File: config.mk
export PLATFORM = sky130hd
export DESIGN_NAME = shift_exec_stage_flat
export DESIGN_NICKNAME = d
export VERILOG_FILES = /design/src/rtl/alu_pkg.sv /design/src/rtl/shift_exec_stage_if.sv /design/src/rtl/shift_core.sv /design/src/rtl/shift_exec_stage.sv /design/src/flat_wrapper.sv
export SDC_FILE = /design/constraint.sdc
export NUM_CORES = 1
export LEC_CHECK = 0
export CORE_MARGIN = 2
export CORE_UTILIZATION = 35
export DETAILED_ROUTE_END_ITERATION = 6
export GPL_ROUTABILITY_DRIVEN = 0
export SLEW_MARGIN = 20
export SYNTH_ARGS = -nofsm -noshare
export SYNTH_HDL_FRONTEND = slang
export SYNTH_SLANG_ARGS = --single-unit
export TNS_END_PERCENT = 30
File: constraint.sdc
create_clock -name clk -period 4.03 [get_ports clk]
set_input_delay 1.209 -clock clk [delete_from_list [all_inputs] [get_ports clk]]
set_output_delay 1.209 -clock clk [all_outputs]
set_load 0.03 [all_outputs]
File: src/rtl/alu_pkg.sv
// Shared ALU definitions: opcode encodings, datapath widths and the S1 payload layout.
// Imported by decode and by the shift execute stage.
package alu_pkg;

    localparam int XLEN    = 32;
    localparam int SHAMT_W = $clog2(XLEN);
    localparam int TAG_W   = 5;

    localparam logic [1:0] OP_SLL  = 2'b00;
    localparam logic [1:0] OP_SRL  = 2'b01;
    localparam logic [1:0] OP_SRA  = 2'b10;
    localparam logic [1:0] OP_PASS = 2'b11;

    typedef struct packed {
        logic [1:0]         op;
        logic [XLEN-1:0]    a;
        logic [SHAMT_W-1:0] sh;
        logic [TAG_W-1:0]   tag;
    } s1_payload_t;

    function automatic logic [XLEN-1:0] bitReverse(input logic [XLEN-1:0] v);
        logic [XLEN-1:0] r;
        for (int i = 0; i < XLEN; i++) begin
            r[i] = v[XLEN-1-i];
        end
        return r;
    endfunction

endpackage

File: src/rtl/shift_exec_stage_if.sv
// Decode-side and writeback-side valid/ready channels of the shift execute stage.
// The stage itself is the slave; decode/writeback (or a bench) hold the master view.
interface shift_exec_stage_if;
    import alu_pkg::*;

    logic               in_valid;
    logic               in_ready;
    logic [1:0]         in_op;
    logic [XLEN-1:0]    in_a;
    logic [XLEN-1:0]    in_b;
    logic [TAG_W-1:0]   in_tag;

    logic               out_valid;
    logic               out_ready;
    logic [XLEN-1:0]    out_result;
    logic               out_zero;
    logic [TAG_W-1:0]   out_tag;

    modport master (
        output in_valid, in_op, in_a, in_b, in_tag, out_ready,
        input  in_ready, out_valid, out_result, out_zero, out_tag
    );

    modport slave (
        input  in_valid, in_op, in_a, in_b, in_tag, out_ready,
        output in_ready, out_valid, out_result, out_zero, out_tag
    );

endinterface

File: src/rtl/shift_core.sv
// Combinational shifter: one left-shift core serves SLL directly and SRL/SRA through
// bit reversal on both sides; SRA then ORs in the sign fill.
module shift_core
    import alu_pkg::*;
(
    input  logic [XLEN-1:0]    i_a,
    input  logic [SHAMT_W-1:0] i_sh,
    input  logic [1:0]         i_op,
    output logic [XLEN-1:0]    o_result
);

    logic [XLEN-1:0] w_coreIn;
    logic [XLEN-1:0] w_coreOut;
    logic [XLEN-1:0] w_rightOut;
    logic [XLEN-1:0] w_signFill;

    always_comb begin
        w_coreIn   = (i_op == OP_SLL) ? i_a : bitReverse(i_a);
        w_coreOut  = w_coreIn << i_sh;
        w_rightOut = bitReverse(w_coreOut);
        // Ones in exactly the top sh bits, i.e. the positions SRL zero-filled.
        w_signFill = i_a[XLEN-1] ? ~({XLEN{1'b1}} >> i_sh) : '0;
        case (i_op)
            OP_SLL:  o_result = w_coreOut;
            OP_SRL:  o_result = w_rightOut;
            OP_SRA:  o_result = w_rightOut | w_signFill;
            default: o_result = i_a;
        endcase
    end

endmodule

File: src/rtl/shift_exec_stage.sv
// Two-stage execute wrapper for the shift path: S1 registers operands, S2 registers the
// shifted result; valid/ready on both sides with full backpressure and synchronous flush.
module shift_exec_stage
    import alu_pkg::*;
(
    input  logic              clk,
    input  logic              rst,
    input  logic              i_flush,
    shift_exec_stage_if.slave bus
);

    logic            r_s1Valid;
    s1_payload_t     r_s1;
    logic            r_s2Valid;
    logic [XLEN-1:0] r_s2Result;
    logic            r_s2Zero;
    logic [TAG_W-1:0] r_s2Tag;

    logic            w_s2Adv;
    logic            w_s1Adv;
    logic            w_inReady;
    logic [XLEN-1:0] w_result;

    // An empty stage always advances, so bubbles collapse instead of stalling upstream.
    assign w_s2Adv   = !r_s2Valid || bus.out_ready;
    assign w_s1Adv   = !r_s1Valid || w_s2Adv;
    assign w_inReady = w_s1Adv && !i_flush && !rst;

    shift_core u_core (
        .i_a      (r_s1.a),
        .i_sh     (r_s1.sh),
        .i_op     (r_s1.op),
        .o_result (w_result)
    );

    always_ff @(posedge clk) begin
        if (rst) begin
            r_s1Valid  <= 1'b0;
            r_s1       <= '0;
            r_s2Valid  <= 1'b0;
            r_s2Result <= '0;
            r_s2Zero   <= 1'b1;
            r_s2Tag    <= '0;
        end else begin
            if (w_s1Adv) begin
                r_s1Valid <= bus.in_valid && w_inReady;
                r_s1.op   <= bus.in_op;
                r_s1.a    <= bus.in_a;
                r_s1.sh   <= bus.in_b[SHAMT_W-1:0];
                r_s1.tag  <= bus.in_tag;
            end
            if (w_s2Adv) begin
                r_s2Valid  <= r_s1Valid;
                r_s2Result <= w_result;
                r_s2Zero   <= (w_result == '0);
                r_s2Tag    <= r_s1.tag;
            end
            // Flush wins over the advances above; an output taken this edge is still delivered.
            if (i_flush) begin
                r_s1Valid <= 1'b0;
                r_s2Valid <= 1'b0;
            end
        end
    end

    assign bus.in_ready   = w_inReady;
    assign bus.out_valid  = r_s2Valid;
    assign bus.out_result = r_s2Result;
    assign bus.out_zero   = r_s2Zero;
    assign bus.out_tag    = r_s2Tag;

endmodule

File: src/flat_wrapper.sv
// flat-port wrapper written by rule: the top's interface ports become plain ports
module shift_exec_stage_flat import alu_pkg::*;
  (clk, rst, i_flush, bus_in_valid, bus_in_op, bus_in_a, bus_in_b, bus_in_tag, bus_out_ready, bus_in_ready, bus_out_valid, bus_out_result, bus_out_zero, bus_out_tag);
  shift_exec_stage_if bus_i ();
  input  logic clk;
  input  logic rst;
  input  logic i_flush;
  input wire logic [$bits(bus_i.in_valid)-1:0] bus_in_valid;
  input wire logic [$bits(bus_i.in_op)-1:0] bus_in_op;
  input wire logic [$bits(bus_i.in_a)-1:0] bus_in_a;
  input wire logic [$bits(bus_i.in_b)-1:0] bus_in_b;
  input wire logic [$bits(bus_i.in_tag)-1:0] bus_in_tag;
  input wire logic [$bits(bus_i.out_ready)-1:0] bus_out_ready;
  output wire logic [$bits(bus_i.in_ready)-1:0] bus_in_ready;
  output wire logic [$bits(bus_i.out_valid)-1:0] bus_out_valid;
  output wire logic [$bits(bus_i.out_result)-1:0] bus_out_result;
  output wire logic [$bits(bus_i.out_zero)-1:0] bus_out_zero;
  output wire logic [$bits(bus_i.out_tag)-1:0] bus_out_tag;
  assign bus_i.in_valid = bus_in_valid;
  assign bus_i.in_op = bus_in_op;
  assign bus_i.in_a = bus_in_a;
  assign bus_i.in_b = bus_in_b;
  assign bus_i.in_tag = bus_in_tag;
  assign bus_i.out_ready = bus_out_ready;
  assign bus_in_ready = bus_i.in_ready;
  assign bus_out_valid = bus_i.out_valid;
  assign bus_out_result = bus_i.out_result;
  assign bus_out_zero = bus_i.out_zero;
  assign bus_out_tag = bus_i.out_tag;
  shift_exec_stage u_core (.clk(clk), .rst(rst), .i_flush(i_flush), .bus(bus_i));
endmodule
## Word-level counts from Yosys, hierarchy flattened

Index checks and enable logic that the tools add are counted.

- Bits in registers: 84
- Output and inout bits: 40
- Word-level logic and storage cells: 30

- Eq/ne operators: 2
- Shift operators: 2
- Mux-type cells: 3
- Bitwise operators: 2
- Reductions and logical operators: 12

Operator list:

| operator | count |
|---|---|
| one-hot mux 32 bit (3 select lines) | 1 |
| 2-to-1 mux 32 bit | 2 |
| logical NOT 32 bit | 1 |
| inverter 32 bit | 1 |
| bitwise OR 32 bit | 1 |
| left shift 32 x 5 -> 32 bit | 1 |
| right shift 32 x 5 -> 32 bit (first input constant) | 1 |
| logical NOT 1 bit | 4 |
| logical AND 1 bit | 3 |
| equality test 2 x 1 -> 1 bit (second input constant) | 1 |
| equality test 2 bit (second input constant) | 1 |
| logical NOT 2 bit | 1 |
| logical OR 1 bit | 2 |
| OR reduction 2 bit | 1 |

## Longest topological paths before layout

Gate-level depths: netlist of the first run.

- Depth after elaboration: 6
- Gate-level depth with buffers: 14

## By module

Synthesis of the first run repeated with hierarchy kept, for this count alone.

- Cells, all modules: 887
- Area total of the unflattened synthesis: 6,731.5 sq um

Modules (own cells, without submodules):

| module | times used | cells each | area an instance (sq um) | sequential area each (sq um) |
|---|---|---|---|---|
| shift_core | 1 | 513 | 3,751.1 | 0.0 |
| shift_exec_stage | 1 | 374 | 2,980.4 | 1,681.6 |

## Worst setup path before layout of the first run

Ideal clock, no wire load.

- Kind: input-to-output
- Start point: in bus_out_ready
- End point: out bus_in_ready
- Arrival time: 2,628 ps
- Data required time: 2,821 ps
- Path slack: 193 ps
- Stages on the path: 6
- Buffers on the path: 3
- Cells stage by stage: nor2b_1 -> clkbuf_1 -> and2_1 -> clkbuf_1 -> buf_1 -> nor3_1

- Longest elaborated chain between the ends: 4

RTL lines:

| item | RTL line | text |
|---|---|---|
| from (decl) | flat_wrapper.sv:13 | `input wire logic [$bits(bus_i.out_ready)-1:0] bus_out_ready;` |
| logical OR 1 bit | shift_exec_stage.sv:25 | `assign w_s2Adv = !r_s2Valid \|\| bus.out_ready;` |
| logical OR 1 bit | shift_exec_stage.sv:26 | `assign w_s1Adv = !r_s1Valid \|\| w_s2Adv;` |
| logical AND 1 bit (2 in series) | shift_exec_stage.sv:27 | `assign w_inReady = w_s1Adv && !i_flush && !rst;` |
| to (decl) | flat_wrapper.sv:14 | `output wire logic [$bits(bus_i.in_ready)-1:0] bus_in_ready;` |

No other way between the ends.

## Final worst setup path of the first run

- Start point: reg u_core.r_s1[42] in the netlist's numbering
- End point: reg u_core.r_s2Zero, in the netlist u_core.bus.out_zero

- Longest elaborated chain between the ends: 6
- Elaborated cells on any way between the ends: 8
- Classes of those cells: eq/ne: 2; shift: 1; mux: 2; bitwise: 1; reduce/logical: 2

RTL lines:

| item | RTL line | text |
|---|---|---|
| from (decl) | shift_exec_stage.sv:13 | `s1_payload_t r_s1;` |
| logical NOT 2 bit | shift_core.sv:18, shift_core.sv:23 |  |
| 2-to-1 mux 32 bit | shift_core.sv:18 | `w_coreIn = (i_op == OP_SLL) ? i_a : bitReverse(i_a);` |
| left shift 32 x 5 -> 32 bit | shift_core.sv:19 | `w_coreOut = w_coreIn << i_sh;` |
| bitwise OR 32 bit | shift_core.sv:26 | `OP_SRA: o_result = w_rightOut \| w_signFill;` |
| one-hot mux 32 bit (3 select lines) * | shift_core.sv:23 | `case (i_op)` |
| logical NOT 32 bit * | shift_exec_stage.sv:55 | `r_s2Zero <= (w_result == '0);` |
| to (signal assigned) | shift_exec_stage.sv:55 |  |
| to (decl) | shift_exec_stage.sv:16 | `logic r_s2Zero;` |

Every way passes the cells marked *; elsewhere a longest branch is shown, timed or not.
A chain may end at the register's enable or synchronous reset.

==> reports/results.ini, run 1 <==
[status]
status=complete, no violations

[synth]
ys_ff_latch=84
synth_fp_nets=987
avgSynthCellArea_um2=7.66
synthCells=911
synth-async-reset-ratio=0
synth-seq-area-share=0.241
netlist_area_um2=6970
yosysWarnings=0
synth_flop_cell=dfxtp_1
synth_edf_count=0
ys_top_cells_by_area=dfxtp_1, nand2_1, mux2i_1
synth_top_area_share=0.241
yosysUniqueCellTypes=77
yosysTopAreaCell=dfxtp_1

[pwr]
swShare=0.372
peakVddDrop_v=0.000194
power.leakage_uw=0.00321
powerDensity_nw_per_um2=322
power_uw=2750
pwr-share-clk=0.285
p_sw_uw=1020
seqPwrFrac=0.352
p_int_uw=1730
comb_power_share=0.363

[floorplan]
initial_core_util=0.357
die_w_um=145
dieArea_um2=21100
die_y_um=145
io_pins=116
rows=51
core_um2=19500

[worst_setup_path]
worstPathRequired_ps=4320
worstReg2RegEnd=u_core.bus.out_zero$_SDFFE_PP1P_
crit_path_end_kind=flop
start_kind=flop
path_class=flop to flop
startpoint=u_core.r_s1[42]$_SDFFE_PP0N_
cp_max_fo=12
reg2regPathDepth=12
cp_data_arrival_time_ps=4180
timing.critical_path.to=u_core.bus.out_zero$_SDFFE_PP1P_
crit-reg2reg-launch=u_core.r_s1[42]$_SDFFE_PP0N_
rrSetupSlack_ps=130

[cells_and_area]
nets=1060
drive_gt1_frac=0.138
n_fill_cell=2047
syn2layout_area_growth_pct=22.5
n_antenna_cell=0
fin_util=0.437

[timing]
final_max_slew_viol_count=0
fin_crit_ps=3900
holdWs_ps=451
layout_setup_ws_ps=133
worst_pin_slew_ps=946
slew_headroom=0.368
setup_tns_ps=0
hold_viol_final=0
clock_skew_ps=5.90
rsz0062_at_grt=no
timing.final.crit_share=0.967
max_freq_mhz=257
setup_viol_count_final=0

[global_route]
antenna_found_initial=0
grt_pass1_vias=7390
grt_pass1_wl_mm=42.5
grt_max_degree=82
track_usage=0.253
grt.overflow.total=0

[clock_network]
cts_buffer_depth=2
htreeDepth=3
cts.clk_slew.worst_paths_ps=70
cts_setup_buffers=0
clock_latency_ps=350
cts_tree=yes
cts_made_buffers=9
clock-sinks=84
cts-root-buf=clkbuf_16

[place]
io_buffers=88
dpl_worst_slack_ps=62.4
dp_hpwl_mm=20.3

[drt]
wirelength_mm=27.7
routed_via_density=6.32
postRouteAntennaNets=0
vias=7918
dr.pass1.iters=6
drc=0
wl_per_cell_um=22.1
drt_iter0_markers=1268

[flow_run]
maxCapViolCount=0

[min_path]
hold_path.class=flop to flop

[critical path, stage by stage (launching register included)]
cell and delay [ps]:
dfxtp_1 650, or2_4 300, buf_4 240, mux4_2 560, a222oi_1 450, buf_4 220
nand3_1 100, a31o_1 250, o311ai_0 120, and4_1 290, nand4_1 110, nor4_1 350
a221o_1 190
[flip-flops by register name, summed over array words and instances, names as in the netlist]
register               cells
u_core.bus.out_tag         5
u_core.bus.out_valid       1
u_core.bus.out_zero        1
u_core.r_s1Valid           1
u_core.bus.out_result     32
u_core.r_s1               44
[layout by cell type (no fill, tap or decap), drive strengths merged, types with 6 or more instances in the layout]
| master | instances |
|---|---|
| o21ai | 41 |
| a211o | 6 |
| a211oi | 13 |
| nand3 | 15 |
| a31oi | 13 |
| o22ai | 13 |
| a32oi | 7 |
| mux4 | 27 |
| buf | 61 |
| or3 | 10 |
| nand2 | 166 |
| nor2 | 79 |
| nor4 | 7 |
| clkdlybuf4s50 | 86 |
| inv | 14 |
| o21a | 9 |
| nand4 | 9 |
| mux2i | 55 |
| mux2 | 16 |
| nor3 | 14 |
| a22oi | 8 |
| a221oi | 8 |
| clkbuf | 9 |
| and2 | 8 |
| a21oi | 106 |
| dfxtp | 84 |
| o221ai | 12 |
[power groups by stage]
| stage | Clock [uW] | Combinational [uW] | Sequential [uW] |
|---|---|---|---|
| detailed placement | 0 | 957 | 984 |
| finish | 784 | 997 | 967 |
| CTS | 800 | 963 | 965 |
| floorplan | 0 | 554 | 1020 |
| global placement | 0 | 960 | 983 |
| global route | 830 | 1040 | 974 |
[area by class of cell]
class	count	area (um2)	share of cell area
multi-input combinational	729	4870	0.571
sequential	84	1690	0.197
timing repair buffer	148	1330	0.156
tap	265	332	0.0388
clock buffer	9	225	0.0264
clock inverter	6	50.0	0.00586
inverter	12	45.0	0.00527
[per-layer routing]
metal	up-vias	wire, um	share of wire	GRT usage
met5	-	0	0	0
met4	0	1750	0.063	0.135
met3	136	3020	0.11	0.0623
met2	521	11600	0.42	0.383
met1	3701	11300	0.41	0.333
li1	3560	-	-	-
[stage by stage]
step | instance area, um2 | std cells
2_1_floorplan | 6970 | 911
3_3_place_gp | 8260 | 1238
3_5_place_dp | 8260 | 1238
4_1_cts | 8540 | 1253
5_1_grt | 8540 | 1253
6_report | 8540 | 1253
[cell families (layout without fill, tap and decap cells)]
| kind of cell | Yosys count | count (layout) | synth area share |
|---|---|---|---|
| AND/OR/NAND/NOR | 337 | 337 | 0.218 |
| AO/OA/AOI/OAI | 294 | 294 | 0.284 |
| multiplexers | 98 | 98 | 0.195 |
| buffers and inverters | 98 | 175 | 0.0621 |
| flip-flops | 84 | 84 | 0.241 |
[worst min path at each step]
stage	startpoint	endpoint	slack [ps]	depth (start not counted)
after floorplan	u_core.r_s1[0]$_SDFFE_PP0N_	u_core.r_s1[0]$_SDFFE_PP0N_	430	2
after global placement	u_core.r_s1[0]$_SDFFE_PP0N_	u_core.r_s1[0]$_SDFFE_PP0N_	440	2
after detailed placement	u_core.bus.out_tag[3]$_SDFFE_PP0P_	u_core.bus.out_tag[3]$_SDFFE_PP0P_	440	2
after CTS	u_core.bus.out_tag[3]$_SDFFE_PP0P_	u_core.bus.out_tag[3]$_SDFFE_PP0P_	450	2
after global routing	u_core.r_s1[4]$_SDFFE_PP0N_	u_core.r_s1[4]$_SDFFE_PP0N_	470	2
final	u_core.bus.out_tag[3]$_SDFFE_PP0P_	u_core.bus.out_tag[3]$_SDFFE_PP0P_	450	2
[Yosys cell counts (all sizes together) (13+ instances only)]
library cell	n
a211oi	13
a21oi	106
a31oi	13
buf	31
clkbuf	55
dfxtp	84
mux2	16
mux2i	55
mux4	27
nand2	166
nand3	15
nor2	79
nor3	14
o21ai	41
o22ai	13
[timing repair]
item,4_1_cts,5_1_grt
hold endpoints to repair,0,0
resized for setup,0,1
hold buffers,0,0
setup endpoints to repair,0,1
Note: power is estimated with default switching activity, not from simulation.
==> run 2, diff against run 1 <==
--- a/config.mk
+++ b/config.mk
@@ -5,7 +5,6 @@
 export SDC_FILE = /design/constraint.sdc
 export NUM_CORES = 1
 export LEC_CHECK = 0
-export CORE_MARGIN = 2
 export CORE_UTILIZATION = 35
 export DETAILED_ROUTE_END_ITERATION = 6
 export GPL_ROUTABILITY_DRIVEN = 0
==> reports/results.ini, run 2 (synthesized netlist as in run 1, its figures left out) <==
[timing]
max_freq_mhz=271  ; +5.5%
layout_setup_ws_ps=335  ; +202 ps
setup_viol_count_final=0  ; unchanged
worst_pin_slew_ps=970  ; +23.7 ps
hold_viol_final=0  ; unchanged
clock_skew_ps=9.36  ; +3.46 ps
setup_tns_ps=0  ; unchanged
slew_headroom=0.352  ; -0.0165
holdWs_ps=450  ; -0.642 ps
final_max_slew_viol_count=0  ; unchanged
timing.final.crit_share=0.917  ; -0.0502
fin_crit_ps=3690  ; -202 ps
rsz0062_at_grt=no

[drt]
dr.pass1.iters=7  ; +1
postRouteAntennaNets=0  ; unchanged
vias=7982  ; +0.81%
wl_per_cell_um=22.2  ; +0.66%
drt_iter0_markers=1074  ; -15%
routed_via_density=6.40  ; +1.2%
drc=0  ; unchanged
wirelength_mm=27.8  ; +0.26%

[min_path]
holdPathStages=2  ; unchanged
hold_path.class=flop to flop
holdPathEnd=u_core.bus.out_tag[1]$_SDFFE_PP0P_
hp-start=u_core.bus.out_tag[1]$_SDFFE_PP0P_

[global_route]
grt_pass1_vias=7417  ; +0.37%
grt_pass1_wl_mm=43.2  ; +1.6%
antenna_found_initial=0  ; unchanged
grt_max_degree=82  ; unchanged
track_usage=0.278  ; +0.0246
grt.overflow.total=0  ; unchanged

[worst_setup_path]
worstReg2RegEnd=u_core.bus.out_zero$_SDFFE_PP1P_
path_cells=buf_4 -> mux4_2 -> a32oi_1 -> o21ai_0 -> a31oi_1 -> a311oi_1 -> a211oi_1 -> nand4_1 -> nor4_1 -> a221o_1
critical_path.max_stage_delay_ps=680  ; +30 ps
slowest_stage=dfxtp_4
cp_max_fo=34  ; +22
rrSetupSlack_ps=340  ; +200 ps
crit-reg2reg-launch=u_core.r_s1[6]$_SDFFE_PP0N_
start_kind=flop
path_class=flop to flop
crit_buf_inv=1  ; -1
path_delay_family=compound AO/OA/AOI/OAI gates
cp_data_arrival_time_ps=3990  ; -190 ps
worstPathRequired_ps=4330  ; about the same
crit_path_end_kind=flop
reg2regPathDepth=10  ; -2

[clock_network]
cts-root-buf=clkbuf_16
cts_tree=yes
cts_made_buffers=9  ; unchanged
clock_latency_ps=360  ; about the same
cts_setup_buffers=0  ; unchanged
cts_buffer_depth=2  ; unchanged
cts.clk_slew.worst_paths_ps=70  ; about the same
htreeDepth=3  ; unchanged
clock-sinks=84  ; unchanged

[cells_and_area]
layout_common_cells=nand2_1, a21oi_1, clkdlybuf4s50_1
n_fill_cell=2023  ; -1.2%
stdcell_count=1248  ; -0.40%
drive_gt1_frac=0.132  ; -0.00540
largest_register_ffs=44  ; unchanged
n_antenna_cell=0  ; unchanged
nets=1054  ; -0.57%
top_register=u_core.r_s1
final_common_cell=nand2_1
syn2layout_area_growth_pct=22.2

[pwr]
peakVddDrop_v=0.000201  ; +3.2%
power_uw=2810  ; +2.1%
power.leakage_uw=0.00319  ; -0.53%
powerDensity_nw_per_um2=329  ; +2.3%

[floorplan]
die_y_um=143  ; -1.4%
dieArea_um2=20500  ; -2.7%
rows=51  ; unchanged
core_um2=19500  ; unchanged
io_pins=116  ; unchanged
die_w_um=143  ; -1.4%
initial_core_util=0.357  ; unchanged

[place]
placed_cells=1232  ; -0.48%
dpl_worst_slack_ps=54.7  ; -7.67 ps
io_buffers=88  ; unchanged
dp_hpwl_mm=20.2  ; -0.43%

[flow_run]
maxCapViolCount=0  ; unchanged

[status]
status=complete, no violations

==> run 2: worst register-to-register path: cells and delay by family (launching register included) <==
| family | cells | cell delay (ps) |
|---|---|---|
| AO/OA/AOI/OAI | 6 | 1530 |
| buffers and inverters | 1 | 370 |
| flip-flops | 1 | 680 |
| multiplexers | 1 | 620 |
| AND/OR/NAND/NOR | 2 | 430 |
==> run 2: area by class of cell <==
class,instances,area [um2],share of cell area
Clock buffer,10,229,0.0269
Tap cell,265,332,0.0389
Clock inverter,6,72.6,0.00852
Sequential cell,84,1690,0.198
Inverter,12,45.0,0.00529
Timing Repair Buffer,142,1280,0.151
Multi-Input combinational cell,729,4870,0.572
==> run 2: repair_timing <==
action	CTS	global route
hold buffers	0	0
resized for setup	0	1
endpoints found under the setup margin	0	1
==> run 2: metal layers <==
metal,part of all wire,up-vias,global-route usage
li1,-,3549,-
met1,0.40,3751,0.365
met2,0.43,560,0.411
met3,0.12,122,0.0761
met4,0.051,0,0.151
met5,0,-,0
==> run 2: through the flow <==
step / area (um2) / utilization
2_1_floorplan: 6970 / -
3_3_place_gp: 8220 / 0.421
6_report: 8520 / 0.436
3_5_place_dp: 8220 / 0.421
4_1_cts: 8520 / 0.436
5_1_grt: 8520 / 0.436
==> run 2: how the worst max path moves through the flow <==
stage | cells past startpoint | to | from | slack [ps]
6_report | 10 | u_core.bus.out_zero$_SDFFE_PP1P_ | u_core.r_s1[6]$_SDFFE_PP0N_ | 340
5_1_grt | 9 | u_core.bus.out_zero$_SDFFE_PP1P_ | u_core.r_s1[6]$_SDFFE_PP0N_ | 240
4_1_cts | 5 | bus_in_ready | bus_out_ready | 60
3_5_place_dp | 5 | bus_in_ready | bus_out_ready | 50
3_3_place_gp | 5 | bus_in_ready | bus_out_ready | 60
2_1_floorplan | 6 | bus_in_ready | bus_out_ready | 190
==> run 2: where the power goes <==
group	switching (uW)	leakage, uW	internal, uW
clock network	363	0.000143	486
registers	73.1	0.000698	890
logic	582	0.00235	412
total	1020	0.00319	1790
